### src/rtl/cmd_mem_pkg.sv
// Shared types and defaults for the burst command memory.
package cmd_mem_pkg;

  // Fetch engine states
  typedef enum logic {
    IDLE   = 1'b0,
    STREAM = 1'b1
  } state_t;

  // Default build parameters
  localparam int CMD_W_DEF = 16;
  localparam int DEPTH_DEF = 16;
  localparam int LEN_W_DEF = 8;

  // Command word presented on cmd while nothing has been fetched
  localparam logic [CMD_W_DEF-1:0] CMD_NOP = '0;

endpackage

### src/rtl/cmd_ram.sv
// Simple dual-port command store: one registered read port with enable,
// one write port. Read-before-write on an address collision.
module cmd_ram
  import cmd_mem_pkg::*;
#(
  parameter int CMD_W = CMD_W_DEF,
  parameter int DEPTH = DEPTH_DEF,
  parameter int ADR_W = $clog2(DEPTH)
) (
  input  logic             clk,
  input  logic             rst,
  input  logic             rd_en_i,
  input  logic [ADR_W-1:0] rd_adr_i,
  output logic [CMD_W-1:0] rd_data_o,
  input  logic             wr_en_i,
  input  logic [ADR_W-1:0] wr_adr_i,
  input  logic [CMD_W-1:0] wr_data_i
);

  localparam logic [ADR_W:0] DEPTH_L = (ADR_W + 1)'(DEPTH);

  logic [CMD_W-1:0] mem_q [DEPTH];
  logic [CMD_W-1:0] rd_data_q;
  logic             wr_ok;

  // Writes beyond the last word are dropped
  assign wr_ok = wr_en_i && ({1'b0, wr_adr_i} < DEPTH_L);

  // Array write; contents survive reset
  always_ff @(posedge clk) begin
    if (wr_ok) begin
      mem_q[wr_adr_i] <= wr_data_i;
    end
  end

  // Registered read; a same-edge write is not visible until the next read
  always_ff @(posedge clk or posedge rst) begin
    if (rst) begin
      rd_data_q <= CMD_W'(CMD_NOP);
    end else if (rd_en_i) begin
      rd_data_q <= mem_q[rd_adr_i];
    end
  end

  assign rd_data_o = rd_data_q;

endmodule

### src/rtl/cmd_mem_burst.sv
// Burst fetch engine in front of a loadable command store. A request names
// a start address and a length; words stream out over valid/ready and the
// address wraps at the top of memory.
module cmd_mem_burst
  import cmd_mem_pkg::*;
#(
  parameter int CMD_W = CMD_W_DEF,
  parameter int DEPTH = DEPTH_DEF,
  parameter int ADR_W = $clog2(DEPTH),
  parameter int LEN_W = LEN_W_DEF
) (
  input  logic             clk,
  input  logic             rst,
  input  logic             req,
  input  logic [ADR_W-1:0] req_adr,
  input  logic [LEN_W-1:0] req_len,
  output logic             busy,
  output logic             done,
  output logic             err,
  output logic [CMD_W-1:0] cmd,
  output logic             cmd_valid,
  input  logic             cmd_ready,
  input  logic             wr_en,
  input  logic [ADR_W-1:0] wr_adr,
  input  logic [CMD_W-1:0] wr_data
);

  localparam logic [ADR_W:0] DEPTH_L = (ADR_W + 1)'(DEPTH);
  localparam logic [ADR_W-1:0] TOP_ADR = ADR_W'(DEPTH - 1);

  state_t           state_q, state_d;
  logic [ADR_W-1:0] ptr_q, ptr_d;
  logic [LEN_W-1:0] rem_q, rem_d;
  logic             done_q, done_d;
  logic             err_q, err_d;
  logic             valid_q, valid_d;
  logic             rd_en;
  logic [ADR_W-1:0] rd_adr;
  logic [ADR_W-1:0] ptr_nxt;
  logic             adr_ok;
  logic             hs;
  logic             last_word;

  assign adr_ok    = ({1'b0, req_adr} < DEPTH_L);
  assign hs        = valid_q & cmd_ready;
  assign last_word = (rem_q <= LEN_W'(1));
  assign ptr_nxt   = (ptr_q == TOP_ADR) ? '0 : ptr_q + 1'b1;

  // State, counters and registered status outputs
  always_ff @(posedge clk or posedge rst) begin
    if (rst) begin
      state_q <= IDLE;
      ptr_q   <= '0;
      rem_q   <= '0;
      done_q  <= 1'b0;
      err_q   <= 1'b0;
      valid_q <= 1'b0;
    end else begin
      state_q <= state_d;
      ptr_q   <= ptr_d;
      rem_q   <= rem_d;
      done_q  <= done_d;
      err_q   <= err_d;
      valid_q <= valid_d;
    end
  end

  // Next state and burst pointer/count bookkeeping
  always_comb begin
    state_d = state_q;
    ptr_d   = ptr_q;
    rem_d   = rem_q;
    case (state_q)
      IDLE: begin
        if (req && adr_ok && (req_len != '0)) begin
          state_d = STREAM;
          ptr_d   = req_adr;
          rem_d   = req_len;
        end
      end
      STREAM: begin
        if (hs) begin
          if (!last_word) begin
            ptr_d = ptr_nxt;
            rem_d = rem_q - LEN_W'(1);
          end else begin
            state_d = IDLE;
            rem_d   = '0;
          end
        end
      end
      default: state_d = IDLE;
    endcase
  end

  // Status pulses, valid flag and read-port control
  always_comb begin
    done_d  = 1'b0;
    err_d   = 1'b0;
    valid_d = valid_q;
    rd_en   = 1'b0;
    rd_adr  = ptr_nxt;
    case (state_q)
      IDLE: begin
        valid_d = 1'b0;
        if (req) begin
          if (!adr_ok) begin
            err_d = 1'b1;
          end else if (req_len == '0) begin
            done_d = 1'b1;
          end else begin
            valid_d = 1'b1;
            rd_en   = 1'b1;
            rd_adr  = req_adr;
          end
        end
      end
      STREAM: begin
        if (hs) begin
          if (!last_word) begin
            rd_en = 1'b1;
          end else begin
            valid_d = 1'b0;
            done_d  = 1'b1;
          end
        end
      end
      default: valid_d = 1'b0;
    endcase
  end

  cmd_ram #(
    .CMD_W(CMD_W),
    .DEPTH(DEPTH),
    .ADR_W(ADR_W)
  ) u_ram (
    .clk      (clk),
    .rst      (rst),
    .rd_en_i  (rd_en),
    .rd_adr_i (rd_adr),
    .rd_data_o(cmd),
    .wr_en_i  (wr_en),
    .wr_adr_i (wr_adr),
    .wr_data_i(wr_data)
  );

  assign busy      = (state_q == STREAM);
  assign done      = done_q;
  assign err       = err_q;
  assign cmd_valid = valid_q;

endmodule

### config.mk
export PLATFORM = sky130hd
export DESIGN_NAME = cmd_mem_burst
export DESIGN_NICKNAME = d
export VERILOG_FILES = /design/src/rtl/cmd_mem_pkg.sv /design/src/rtl/cmd_ram.sv /design/src/rtl/cmd_mem_burst.sv
export SDC_FILE = /design/constraint.sdc
export NUM_CORES = 1
export LEC_CHECK = 0
export CAP_MARGIN = 20
export CORE_UTILIZATION = 30
export CTS_CLUSTER_DIAMETER = 150
export CTS_CLUSTER_SIZE = 12
export DETAILED_ROUTE_END_ITERATION = 8
export MAX_ROUTING_LAYER = met4
export PLACE_DENSITY_LB_ADDON = 0.15
export SLEW_MARGIN = 20
export SYNTH_ARGS = -nofsm -noshare
export SYNTH_HDL_FRONTEND = slang
export SYNTH_SLANG_ARGS = --single-unit
export TNS_END_PERCENT = 30
### constraint.sdc
create_clock -name clk -period 2.3 [get_ports clk]
set_clock_uncertainty 0.05 [all_clocks]
set_input_delay 0.345 -clock clk [delete_from_list [all_inputs] [get_ports clk]]
set_output_delay 0.345 -clock clk [all_outputs]
set_load 0.05 [all_outputs]
# Yosys cells after proc, flatten, opt, wreduce, memory -nomap -nowiden
# Memory sizes are Yosys's and may differ from the RTL's. A register that Yosys moved wholly into a read port is not among the register bits.
# Index checks and enable logic that the tools add are counted.
[op_classes] addsub=2 n_lt_le_gt_ge=1 eq_ne=5 mux=30 bitwise=2 reduce_logical=6
[op_table] operator="two-way mux 4 bit" count=7
[op_table] operator="two-way mux 8 bit" count=3
[op_table] operator="case mux 8 bit (2 select lines)" count=1
[op_table] operator="two-way mux 1 bit" count=14
[op_table] operator="<= comparator 8 x 1 -> 1 bit (second input constant)" count=1
[op_table] operator="logical NOT 8 bit" count=1
[op_table] operator="case mux 1 bit (2 select lines)" count=4
[op_table] operator="case mux 4 bit (2 select lines)" count=1
[op_table] operator="nonzero test 8 bit" count=1
[op_table] operator="subtractor 8 x 1 -> 8 bit (second input constant)" count=1
[op_table] operator="adder 4 x 1 -> 4 bit (second input constant)" count=1
[op_table] operator="equality test 4 bit (second input constant)" count=1
[op_table] operator="!= test 2 x 1 -> 1 bit (second input constant)" count=2
[op_table] operator="!= test 2 bit (second input constant)" count=2
[op_table] operator="AND reduction 2 bit" count=2
[op_table] operator="AND reduction 3 bit" count=1
[op_table] operator="AND 1 bit" count=1
[op_table] operator="logical AND 1 bit" count=1
[op_table] operator="inverter 1 bit" count=1
[totals] ff_bits=15 mem_bits_rw=256 input_bits=37 out_inout_bits=20 word_cells=52 memories=1
[mem_list] name="u_ram.mem_q" words=16 width=16 rd=1 rd_ports_with_merged_regs=1 write_ports=1 line_no="cmd_ram.sv:22" source="logic [CMD_W-1:0] mem_q [DEPTH];"

# Logic depth before layout (Yosys ltp)
# Gate-level depths: netlist of run 1.
[logic_depth] word_depth=5 depth_mapped=11

# Hierarchy
# A second synthesis of run 1 with hierarchy kept.
[unflattened] cells_unflattened=569 hier_area_um2=11523.6
[by_module_without_submodules] module="cmd_ram" instances=1 cells_each=453 area_per_inst_um2=10467.5
[by_module_without_submodules] module="cmd_mem_burst" instances=1 cells_each=116 area_per_inst_um2=1056.0

# Worst setup path after synthesis of run 1
# No wires, ideal clock.
[synth_timing] path_kind="reg2reg" start="reg state_q (netlist: busy)" end="reg u_ram.rd_data_q[8] (netlist: u_ram.rd_data_o[8]) (read register of u_ram.mem_q)" setup_ns=0.066 t_arrival_ns=2.400 required_ns=2.184 path_slack_ns=-0.215 path_stages_with_launch=10 cell_sequence="dfrtp_1 -> buf_2 -> nand2b_4 -> a21o_1 -> buf_6 -> mux2i_1 -> buf_4 -> a211oi_1 -> a2111oi_0 -> o221a_2"
[synth_via] elab_chain_cells=2
[synth_rtl] item="start, declared" line_no="cmd_mem_burst.sv:31" source="state_t state_q, state_d;"
[synth_rtl] item="start signal, assigned" line_no="cmd_mem_burst.sv:59" source="state_q <= state_d;"
[synth_rtl] item="inverter 1 bit"
[synth_rtl] item="case mux 1 bit (2 select lines)" line_no="cmd_mem_burst.sv:103" source="case (state_q)"
[synth_rtl] item="end, declared" line_no="cmd_ram.sv:23" source="logic [CMD_W-1:0] rd_data_q;"
# Several ways; a longest one is shown, not always the timed one.
# A chain may end at the register's enable or synchronous reset.

# Final worst setup path of run 1
[layout_timing] start="in req_len[0]" end="reg u_ram.rd_data_q[5] (netlist: u_ram.rd_data_o[5]) (read register of u_ram.mem_q)"
[layout_via] elab_chain_cells=4
[layout_rtl] item="start, declared" line_no="cmd_mem_burst.sv:16" source="input logic [LEN_W-1:0] req_len,"
[layout_rtl] item="logical NOT 8 bit *" line_no="cmd_mem_burst.sv:109" source="end else if (req_len == '0) begin"
[layout_rtl] item="two-way mux 1 bit or two-way mux 4 bit (tied branches)" line_no="cmd_mem_burst.sv:109"
[layout_rtl] item="two-way mux 1 bit or two-way mux 4 bit (tied branches)" line_no="cmd_mem_burst.sv:106" source="if (req) begin"
[layout_rtl] item="case mux 1 bit (2 select lines) or two-way mux 4 bit (tied branches)" line_no="cmd_mem_burst.sv:103"
# Mark *: on every way between the ends. The rest lies on a longest branch, timed or not.

==> results of run 1 <==
-- how the worst max path moves through the flow --
| stage | slack (ns) | start | depth (start not counted) | end |
|---|---|---|---|---|
| floorplan | -0.06 | busy | 10 | u_ram.rd_data_o[6] |
| global placement | -1.51 | req_len[4] | 9 | u_ram.rd_data_o[5] |
| detailed placement | -1.54 | req_len[4] | 9 | u_ram.rd_data_o[5] |
| CTS | -0.05 | busy | 9 | u_ram.rd_data_o[3] |
| global route | -0.14 | busy | 9 | u_ram.rd_data_o[5] |
| finish | -0.1 | req_len[0] | 10 | u_ram.rd_data_o[5] |
-- what timing repair did --
action | in CTS | in global routing
hold buffers | 0 | 0
endpoints found under the hold margin | 0 | 0
setup buffers | 25 | 8
endpoints found under the setup margin | 17 | 18
pin swaps | 23 | 17
resized for setup | 101 | 53
gates cloned | 1 | 1
-- per-stage QoR --
stage	worst slack (ns)	power, mW	util, %
CTS	-0.0451	22.4	39.8
global placement	-1.51	16.4	36.2
finish	-0.0982	23.2	40.8
global route	-0.137	24.3	40.8
detailed placement	-1.54	16.4	36.2
floorplan	-0.0611	12.0	-
-- power by group through the flow --
stage	sequential [mW]	clock [mW]	combinational [mW]
2_1_floorplan	6.86	0	5.15
3_3_place_gp	6.42	0	9.97
3_5_place_dp	6.41	0	10.0
4_1_cts	6.33	4.18	11.9
5_1_grt	6.38	4.37	13.6
6_report	6.34	4.06	12.8
-- cell type report --
type	count	area, um^2
fill	3765	23600
sequential	287	8460
multi-input combinational	414	3780
timing repair buffer	220	2360
clock buffer	47	751
tap	525	657
inverter	54	203
clock inverter	1	8.76
-- cells in the final DEF (no fill, tap or decap), drive strengths merged, types with 3 or more instances in the layout --
master,count
mux2i,21
nand3,6
edfxtp,256
a21o,3
nand2,14
nor3,10
a31o,3
a21oi,11
inv,55
buf,164
nand2b,3
dlygate4sd2,8
o41ai,16
a211oi,98
clkdlybuf4s50,46
nor4,3
a221oi,64
clkbuf,48
a2111oi,16
o21ai,14
ha,3
nor2,22
o221a,16
dfrtp,31
nor2b,67
-- layer usage --
layer | vias to the layer above | track usage [%] | share of wire (%)
met3 | 38 | 2.19 | 3.3
met5 | - | - | 0
met2 | 177 | 27.5 | 46
li1 | 3658 | - | -
met4 | 0 | 3.68 | 1.4
met1 | 4084 | 25.8 | 49
-- state kept, by name (all words and copies together) (netlist names) --
| register | count |
|---|---|
| busy | 1 |
| cmd_valid | 1 |
| done | 1 |
| ptr_q | 4 |
| rem_q | 8 |
| u_ram.mem_q | 256 |
| u_ram.rd_data_o | 16 |
-- worst max-delay path, stage by stage --
cell and delay (ns):
clkdlybuf4s50_1 0.54, nor4_4 0.06, buf_4 0.15, a211oi_4 0.32
a21o_4 0.18, buf_12 0.16, buf_8 0.16, a221oi_2 0.09
o41ai_4 0.54, o221a_1 0.26
-- kinds of logic (layout without fill, tap and decap cells) --
| family | count (synthesis) | in the layout |
|---|---|---|
| flip-flops | 287 | 287 |
| buffers and inverters | 119 | 322 |
| XOR/XNOR | 1 | 1 |
| AO/OA/AOI/OAI | 253 | 253 |
| other | 1 | 1 |
| AND/OR/NAND/NOR | 135 | 135 |
| adder cells (fa/ha/maj) | 3 | 3 |
| multiplexers | 21 | 21 |
==> out/qor.yml, run 1 <==
floorplan:
  core.rowCount: 73
  die_w_um: 203
  die_y_um: 203
  die-area_um2: 41300
  start_util_pct: 30.5
  io_pins: 57
  design.core.area_um2: 39800
power_and_ir_drop:
  netSwitchingPower_mw: 8.99
  swShare_pct: 38.7
  powerDensity_nw_per_um2: 1430
  ir_drop_v: 0.000979
  power_leakage_nw: 5.54
  pwr-share-seq_pct: 27.3
  pwr-share-clk_pct: 17.5
  p_int_mw: 14.2
  p_comb_share_pct: 55.2
logic_synthesis:
  synth_top_area_share_pct: 63.3
  synth_compound_area_share_pct: 17.3
  synthDistinctLibCells: 53
  synth_common_cells: "edfxtp_1, a211oi_1, nor2b_1"
  async_flop_share_pct: 10.8
  seq_area_frac_synth_pct: 69.7
  synth_xor_area_share_pct: 0.0722
  synth-simple-area-share_pct: 6.45
  synth-main-ff-cell: "edfxtp_1"
  yosys_warnings: 0
  synth-adder-area-share_pct: 0.309
  synth_edf_count: 256
  yosysMostFrequentCell: "edfxtp_1"
  yosys_register_bits: 287
  syn-num-nets: 860
  syn-cell-area_um2: 12100
  syn_inst: 820
  syn_area_per_cell_um2: 14.8
  yosys-mux-area-fraction_pct: 1.73
  yosysTopAreaCell: "edfxtp_1"
  netlist_top_cells_area: "edfxtp_1, dfrtp_1, a211oi_1, a221oi_1, nor2b_1"
  synth_top_family_by_area: "compound AO/OA/AOI/OAI gates"
setup_path:
  end_kind: "flip-flop"
  reg2reg_from: "busy"
  cp_max_fo: 13
  worst-setup-path-type: "input port to flip-flop"
  rr_worst_depth: 9
  regToRegSetupSlack_ns: -0.08
  arrival_ns: 2.84
  startpoint_type: "input port"
  crit_required_ns: 2.74
  timing.rr.end: "u_ram.rd_data_o[5]"
min_path:
  min_path_type: "input port to asynchronous set/reset pin"
clock_tree:
  root_buffer: "clkbuf_16"
  cts_tree: "yes"
  clk_path_buf_depth: 3
  htree_levels: 1
  path_clk_slew_ns: 0.07
  cts_buffers: 27
  cts_sinks: 287
  clk_latency_ns: 0.54
run_status:
  status: "complete, but fails checks"
  violations: "negative setup slack"
route:
  vias_per_cell: 5.14
  dr.pass1.iters: 5
  wl_per_cell_um: 23.3
  vias: 7957
  drc: 0
  wirelength_mm: 36.1
  drtIter0Drc: 562
  ant_nets: 0
sta:
  min_period_ns: 2.40
  rsz0062_at_grt: "true"
  worstMarginPinSlew_ns: 0.703
  layout_worst_path_cycle_share_pct: 104
  layout_setup_ws_ns: -0.0982
  slew_viol_final: 0
  final_hold_viol_count: 0
  finalSetupTns_ns: -0.352
  maxSlewHeadroom_pct: 53.0
  hold_slack_ns: 0.186
  clock.fmax_ghz: 0.417
  final-setup-viol-count: 10
global_routing:
  grt_max_degree: 42
  antenna_found_initial: 0
  overflow: 0
  grt_pass1_vias: 8151
  grt_pass1_wl_mm: 53.8
  track_usage_pct: 18.0
layout:
  instances_no_fill: 1548
  fin_area_um2: 16200
  synthToLayoutAreaGrowth_pct: 33.7
  antennaDiodeCount: 0
  fin_nets: 1044
  drive_above_1_share_pct: 30.0
place:
  place_hpwl_mm: 22.5
  placed_cells: 1465
  routabilityCongestion: 0.782
  io_buffers: 55
  placed_area_um2: 14400
job:
  maxCapViolCount: 0
Power figures use the tool's default switching activity.
==> inputs of run 2 (changes only) <==
--- a/config.mk
+++ b/config.mk
@@ -6,6 +6,7 @@
 export NUM_CORES = 1
 export LEC_CHECK = 0
 export CAP_MARGIN = 20
+export CORE_MARGIN = 3
 export CORE_UTILIZATION = 30
 export CTS_CLUSTER_DIAMETER = 150
 export CTS_CLUSTER_SIZE = 12
==> out/qor.yml, run 2 (synthesis results as in run 1) <==
power_and_ir_drop:
  netSwitchingPower_mw: 9.57  # +6.4%
  power_leakage_nw: 5.67  # +2.4%
  swShare_pct: 38.8  # +0.054 points
  ir_drop_v: 0.000656  # -33%
  pwr-share-clk_pct: 16.6  # -0.9 points
  powerDensity_nw_per_um2: 1500  # +4.6%
  pwr-share-seq_pct: 25.7  # -1.6 points
  p_comb_share_pct: 57.7  # +2.5 points
  p_int_mw: 15.1  # +6.1%
place:
  routabilityCongestion: 0.807  # +3.3%
  placed_area_um2: 14500  # +0.73%
  placed_cells: 1459  # -0.41%
  io_buffers: 55  # unchanged
  place_ws_ns: -1.40  # +0.137 ns
  place_hpwl_mm: 22.5  # -0.29%
layout:
  layout.cells.most_common: "edfxtp_1"
  largest_reg_flops: 256  # unchanged
  fill_cells: 3675  # -2.4%
  synthToLayoutAreaGrowth_pct: 35.8
  max_flop_register: "u_ram.mem_q"
  instances_no_fill: 1555  # +0.45%
  antennaDiodeCount: 0  # unchanged
  layout_common_cells: "edfxtp_1, buf_4, a211oi_1, nor2b_1, inv_1"
  fin_area_um2: 16500  # +1.6%
  fin_util_pct: 41.4  # +0.64 points
  drive_above_1_share_pct: 30.5  # +0.48 points
  fin_nets: 1050  # +0.57%
floorplan:
  io_pins: 57  # unchanged
  die_w_um: 207  # +2.0%
  start_util_pct: 30.5  # unchanged
  die_y_um: 207  # +2.0%
  design.core.area_um2: 39800  # unchanged
  core.rowCount: 73  # unchanged
  die-area_um2: 42900  # +4.0%
clock_tree:
  root_buffer: "clkbuf_16"
  cts_buffers: 27  # unchanged
  cts_sinks: 287  # unchanged
  htree_levels: 1  # unchanged
  clk_latency_ns: 0.54  # about the same
  path_clk_slew_ns: 0.07  # about the same
  cts_tree: "yes"
  clk_path_buf_depth: 3  # unchanged
  cts_hold_buf: 0  # unchanged
global_routing:
  grt_pass1_vias: 8098  # -0.65%
  track_usage_pct: 17.4  # -0.60 points
  grt_max_degree: 29  # -31%
  grt_pass1_wl_mm: 55.4  # +3.0%
  antenna_found_initial: 0  # unchanged
  overflow: 0  # unchanged
setup_path:
  rr_worst_depth: 10  # +1
  cp_max_fo: 7  # -6
  cp_slowest_cell: "o41ai_2"
  crit_required_ns: 2.73  # about the same
  critPathMaxStageDelay_ns: 0.46  # -0.08 ns
  critPathBufInv: 4  # unchanged
  startpoint_type: "flip-flop"
  worst-setup-path-type: "flip-flop to flip-flop"
  crit_family: "compound AO/OA/AOI/OAI gates"
  path_depth: 10  # unchanged
  arrival_ns: 2.90  # +0.06 ns
  end_kind: "flip-flop"
  path_cells: "nand2b_4, buf_6, a211oi_4, a21o_4, buf_12, buf_16, a221oi_2, o41ai_2, buf_4, o221a_2"
min_path:
  min_path_type: "input port to asynchronous set/reset pin"
run_status:
  violations: "negative setup slack"
  status: "complete, but fails checks"
route:
  drtIter0Drc: 625  # +11%
  ant_nets: 0  # unchanged
  vias: 8035  # +0.98%
  drc: 0  # unchanged
  dr.pass1.iters: 5  # unchanged
  wirelength_mm: 37.5  # +4.0%
  wl_per_cell_um: 24.1  # +3.6%
  vias_per_cell: 5.17  # +0.53%
sta:
  finalSetupTns_ns: -1.44  # -1.09 ns
  layout_worst_path_cycle_share_pct: 108  # +3.4 points
  slew_viol_final: 0  # unchanged
  min_period_ns: 2.48  # +0.0781 ns
  layout_setup_ws_ns: -0.176  # -0.0781 ns
  worstMarginPinSlew_ns: 0.711  # +0.00798 ns
  clock.fmax_ghz: 0.404  # -3.2%
  final_hold_viol_count: 0  # unchanged
  maxSlewHeadroom_pct: 52.5  # -0.53 points
  final-setup-viol-count: 15  # +5
  rsz0062_at_grt: "true"
job:
  maxCapViolCount: 0  # unchanged
==> run 2: cell count changes in the layout (fill, tap and decap cells not counted), moves of 5 or more <==
cell      delta
buf_8        -9
o41ai_1      -5
a221oi_1     -9
a211oi_2    -12
a221oi_2     +9
buf_12       +5
a211oi_1    +10
==> run 2: final timing paths <==
kind,startpoint,endpoint,slack (ns)
setup / recovery,busy,u_ram.rd_data_o[8],-0.18
hold / removal,rst,rem_q[3],0.06
setup reg to reg,busy,u_ram.rd_data_o[8],-0.18
hold reg to reg,rem_q[7],rem_q[7],0.45
max in group asynchronous,rst,u_ram.rd_data_o[12],1.52
min in group clk,req_len[2],rem_q[2],0.32
==> run 2: through the flow <==
| step | hold slack [ns] | power [mW] |
|---|---|---|
| final | 0.0643 | 24.7 |
| after global routing | 0.0845 | 25.8 |
| after CTS | 0.0631 | 23.4 |
| after detailed placement | 0.430 | 16.6 |
| after global placement | 0.431 | 16.6 |
| after floorplan | 0.394 | 12.0 |
==> run 2: power groups by stage <==
stage,Clock [mW],Sequential [mW],Combinational (mW)
final,4.10,6.34,14.2
after CTS,4.21,6.31,12.9
after floorplan,0,6.86,5.15
after detailed placement,0,6.41,10.2
after global placement,0,6.42,10.2
after global routing,4.40,6.37,15.0
==> run 2: worst register-to-register path, cell delays in order, from the launching register on <==
cell and delay (ns):
dfrtp_2 0.39, nand2b_4 0.15, buf_6 0.13, a211oi_4 0.28, a21o_4 0.20, buf_12 0.17, buf_16 0.16, a221oi_2 0.09
o41ai_2 0.46, buf_4 0.18, o221a_2 0.15
==> run 2: layer usage <==
metal / routed length (um) / up-vias / part of all wire [%] / GRT usage [%]
met5: 0 / - / 0 / -
met4: 550 / 0 / 1.5 / 2.83
met3: 1440 / 37 / 3.8 / 2.18
met2: 17200 / 176 / 46 / 26.8
met1: 18300 / 4146 / 49 / 25.3
li1: - / 3676 / - / -
==> run 2: area by class of cell <==
cell class	instances	area, um^2	area share [%]
Clock buffer	48	754	4.58
Multi-Input combinational cell	414	3810	23.1
Inverter	54	203	1.23
Tap cell	525	657	3.98
Timing Repair Buffer	226	2590	15.7
Clock inverter	1	8.76	0.0531
Sequential cell	287	8470	51.4
==> run 2: what timing repair did <==
item,CTS,global route
gates resized for setup,73,49
endpoints found under the setup margin,18,18
gates cloned,8,4
pin swaps,24,6
buffers inserted,23,15
==> inputs of run 3 (changes only) <==
--- a/config.mk
+++ b/config.mk
@@ -6,8 +6,8 @@
 export NUM_CORES = 1
 export LEC_CHECK = 0
 export CAP_MARGIN = 20
-export CORE_MARGIN = 3
-export CORE_UTILIZATION = 30
+export CORE_MARGIN = 10
+export CORE_UTILIZATION = 40
 export CTS_CLUSTER_DIAMETER = 150
 export CTS_CLUSTER_SIZE = 12
 export DETAILED_ROUTE_END_ITERATION = 8
==> out/qor.yml, run 3 (synthesis results as in run 1) <==
floorplan:
  start_util_pct: 40.7  # +10 points
  design.core.area_um2: 29800  # -25%
  io_pins: 57  # unchanged
  die-area_um2: 37700  # -12%
  die_w_um: 194  # -6.3%
  core.rowCount: 63  # -14%
  die_y_um: 194  # -6.3%
sta:
  slew_viol_final: 0  # unchanged
  layout_setup_ws_ns: -0.0682  # +0.108 ns
  maxSlewHeadroom_pct: 54.9  # +2.4 points
  final_hold_viol_count: 0  # unchanged
  clock.fmax_ghz: 0.422  # +4.6%
  finalSetupTns_ns: -0.424  # +1.02 ns
  layout_worst_path_cycle_share_pct: 103  # -4.7 points
  rsz0062_at_grt: "true"
  final-setup-viol-count: 14  # -1
  worstMarginPinSlew_ns: 0.675  # -0.0359 ns
  min_period_ns: 2.37  # -0.108 ns
setup_path:
  end_kind: "flip-flop"
  crit_top_cell: "buf_12"
  startpoint_type: "flip-flop"
  arrival_ns: 2.81  # -0.09 ns
  critPathMaxStageDelay_ns: 0.42  # -0.04 ns
  cp_slowest_cell: "o41ai_1"
  crit_required_ns: 2.74  # about the same
  worst-setup-path-type: "flip-flop to flip-flop"
  cp_max_fo: 12  # +5
  path_cells: "nand2b_4, buf_12, a211oi_4, buf_6, a21o_4, buf_12, buf_4, a221oi_1, o41ai_1, o221a_2"
job:
  maxCapViolCount: 0  # unchanged
layout:
  layout_common_cells: "edfxtp_1, buf_4, a211oi_1, nor2b_1, inv_1"
  drive_above_1_share_pct: 27.4  # -3.1 points
  layout.cells.most_common: "edfxtp_1"
  max_flop_register: "u_ram.mem_q"
  multi_input_area_um2: 3650  # -4.1%
  fin_nets: 1027  # -2.2%
  synthToLayoutAreaGrowth_pct: 31.1
  instances_no_fill: 1398  # -10%
  fill_cells: 2467  # -33%
  antennaDiodeCount: 0  # unchanged
  seqCellArea_um2: 8460  # about the same
  largest_reg_flops: 256  # unchanged
route:
  wl_per_cell_um: 25.3  # +4.9%
  ant_nets: 0  # unchanged
  drc: 0  # unchanged
  drtIter0Drc: 664  # +6.2%
  vias: 8219  # +2.3%
  wirelength_mm: 35.4  # -5.7%
  vias_per_cell: 5.88  # +14%
  dr.pass1.iters: 5  # unchanged
run_status:
  status: "complete, but fails checks"
  violations: "negative setup slack"
place:
  placed_cells: 1317  # -9.7%
  place_hpwl_mm: 21.1  # -5.9%
  io_buffers: 55  # unchanged
  routabilityCongestion: 0.825  # +2.2%
power_and_ir_drop:
  powerDensity_nw_per_um2: 1430  # -4.5%
  power_leakage_nw: 5.51  # -2.8%
  ir_drop_v: 0.000732  # +12%
  finalPower_mw: 22.7  # -7.7%
global_routing:
  grt_max_degree: 33  # +14%
  grt_pass1_vias: 8479  # +4.7%
  antenna_found_initial: 0  # unchanged
  overflow: 0  # unchanged
  grt_pass1_wl_mm: 53.3  # -3.8%
  track_usage_pct: 18.5  # +1.1 points
clock_tree:
  cts_sinks: 287  # unchanged
  path_clk_slew_ns: 0.07  # about the same
  cts_tree: "yes"
  clk_path_buf_depth: 3  # unchanged
  htree_levels: 1  # unchanged
  cts_buffers: 27  # unchanged
  root_buffer: "clkbuf_16"
  clk_latency_ns: 0.55  # about the same
min_path:
  min_path_type: "input port to flip-flop"
-- run 3: cell count changes in the layout (fill, tap and decap cells not counted), sizes merged --
cell           delta
dlygate4sd2       -2
clkdlybuf4s15     +1
a21o              +1
clkdlybuf4s50     -1
clkbuf            -3
dlymetal6s2s      +2
buf              -21
dlygate4sd3       +1
-- run 3: where the power goes --
part / total (mW) / internal, mW / switching (mW)
logic: 12.3 / 5.82 / 6.47
registers: 6.35 / 6.05 / 0.310
clock network: 4.10 / 2.22 / 1.88
total: 22.7 / 14.1 / 8.66
-- run 3: final cells by class --
class / instances / share of cell area, %
Multi-Input combinational cell: 415 / 22.9
Inverter: 54 / 1.27
Tap cell: 390 / 3.07
Timing Repair Buffer: 202 / 14.7
Sequential cell: 287 / 53.2
Clock buffer: 49 / 4.76
Clock inverter: 1 / 0.126
-- run 3: worst max-delay path: cells and delay by family (launching register included) --
family,cells,cell delay (ns)
buf+inv,4,0.58
compound gates,5,1.11
simple gates,1,0.16
flops,1,0.40
-- run 3: repair_timing --
| item | 4_1_cts | 5_1_grt |
|---|---|---|
| hold buffers | 1 | 0 |
| buffers inserted | 16 | 9 |
| pin swaps | 16 | 14 |
| cloned | 6 | 0 |
| hold endpoints to repair | 3 | 0 |
| resized for setup | 61 | 34 |
| endpoints found under the setup margin | 17 | 16 |
-- run 3: per-layer routing --
metal / part of all wire [%] / global-route usage, % / vias to the layer above / routed length, um
met1: 44 / 24.4 / 4199 / 15600
met4: 2.1 / 4.94 / 0 / 756
met5: 0 / - / - / 0
met2: 48 / 29.8 / 326 / 17100
li1: - / - / 3637 / -
met3: 5.6 / 2.09 / 57 / 1990
-- run 3: final timing paths --
kind / from / end / slack (ns) / cells after the start
min reg2reg: rem_q[4] / rem_q[4] / 0.46 / 2
max reg2reg: busy / u_ram.rd_data_o[9] / -0.07 / 10
max: busy / u_ram.rd_data_o[9] / -0.07 / 10
min: req_len[0] / rem_q[0] / 0.18 / 3
min in group asynchronous: rst / ptr_q[0] / 0.50 / 3
max in group asynchronous: rst / u_ram.rd_data_o[4] / 1.18 / 4
-- run 3: stage by stage --
step / hold WS [ns] / worst slack, ns / area [um^2] / utilization [%]
after floorplan: 0.394 / -0.0611 / 12200 / -
after global placement: 0.426 / -0.749 / 14300 / 48.1
after detailed placement: 0.449 / -0.743 / 14300 / 48.1
after CTS: 0.268 / -0.0421 / 15700 / 52.6
after global routing: 0.205 / -0.143 / 15900 / 53.4
final: 0.175 / -0.0682 / 15900 / 53.4
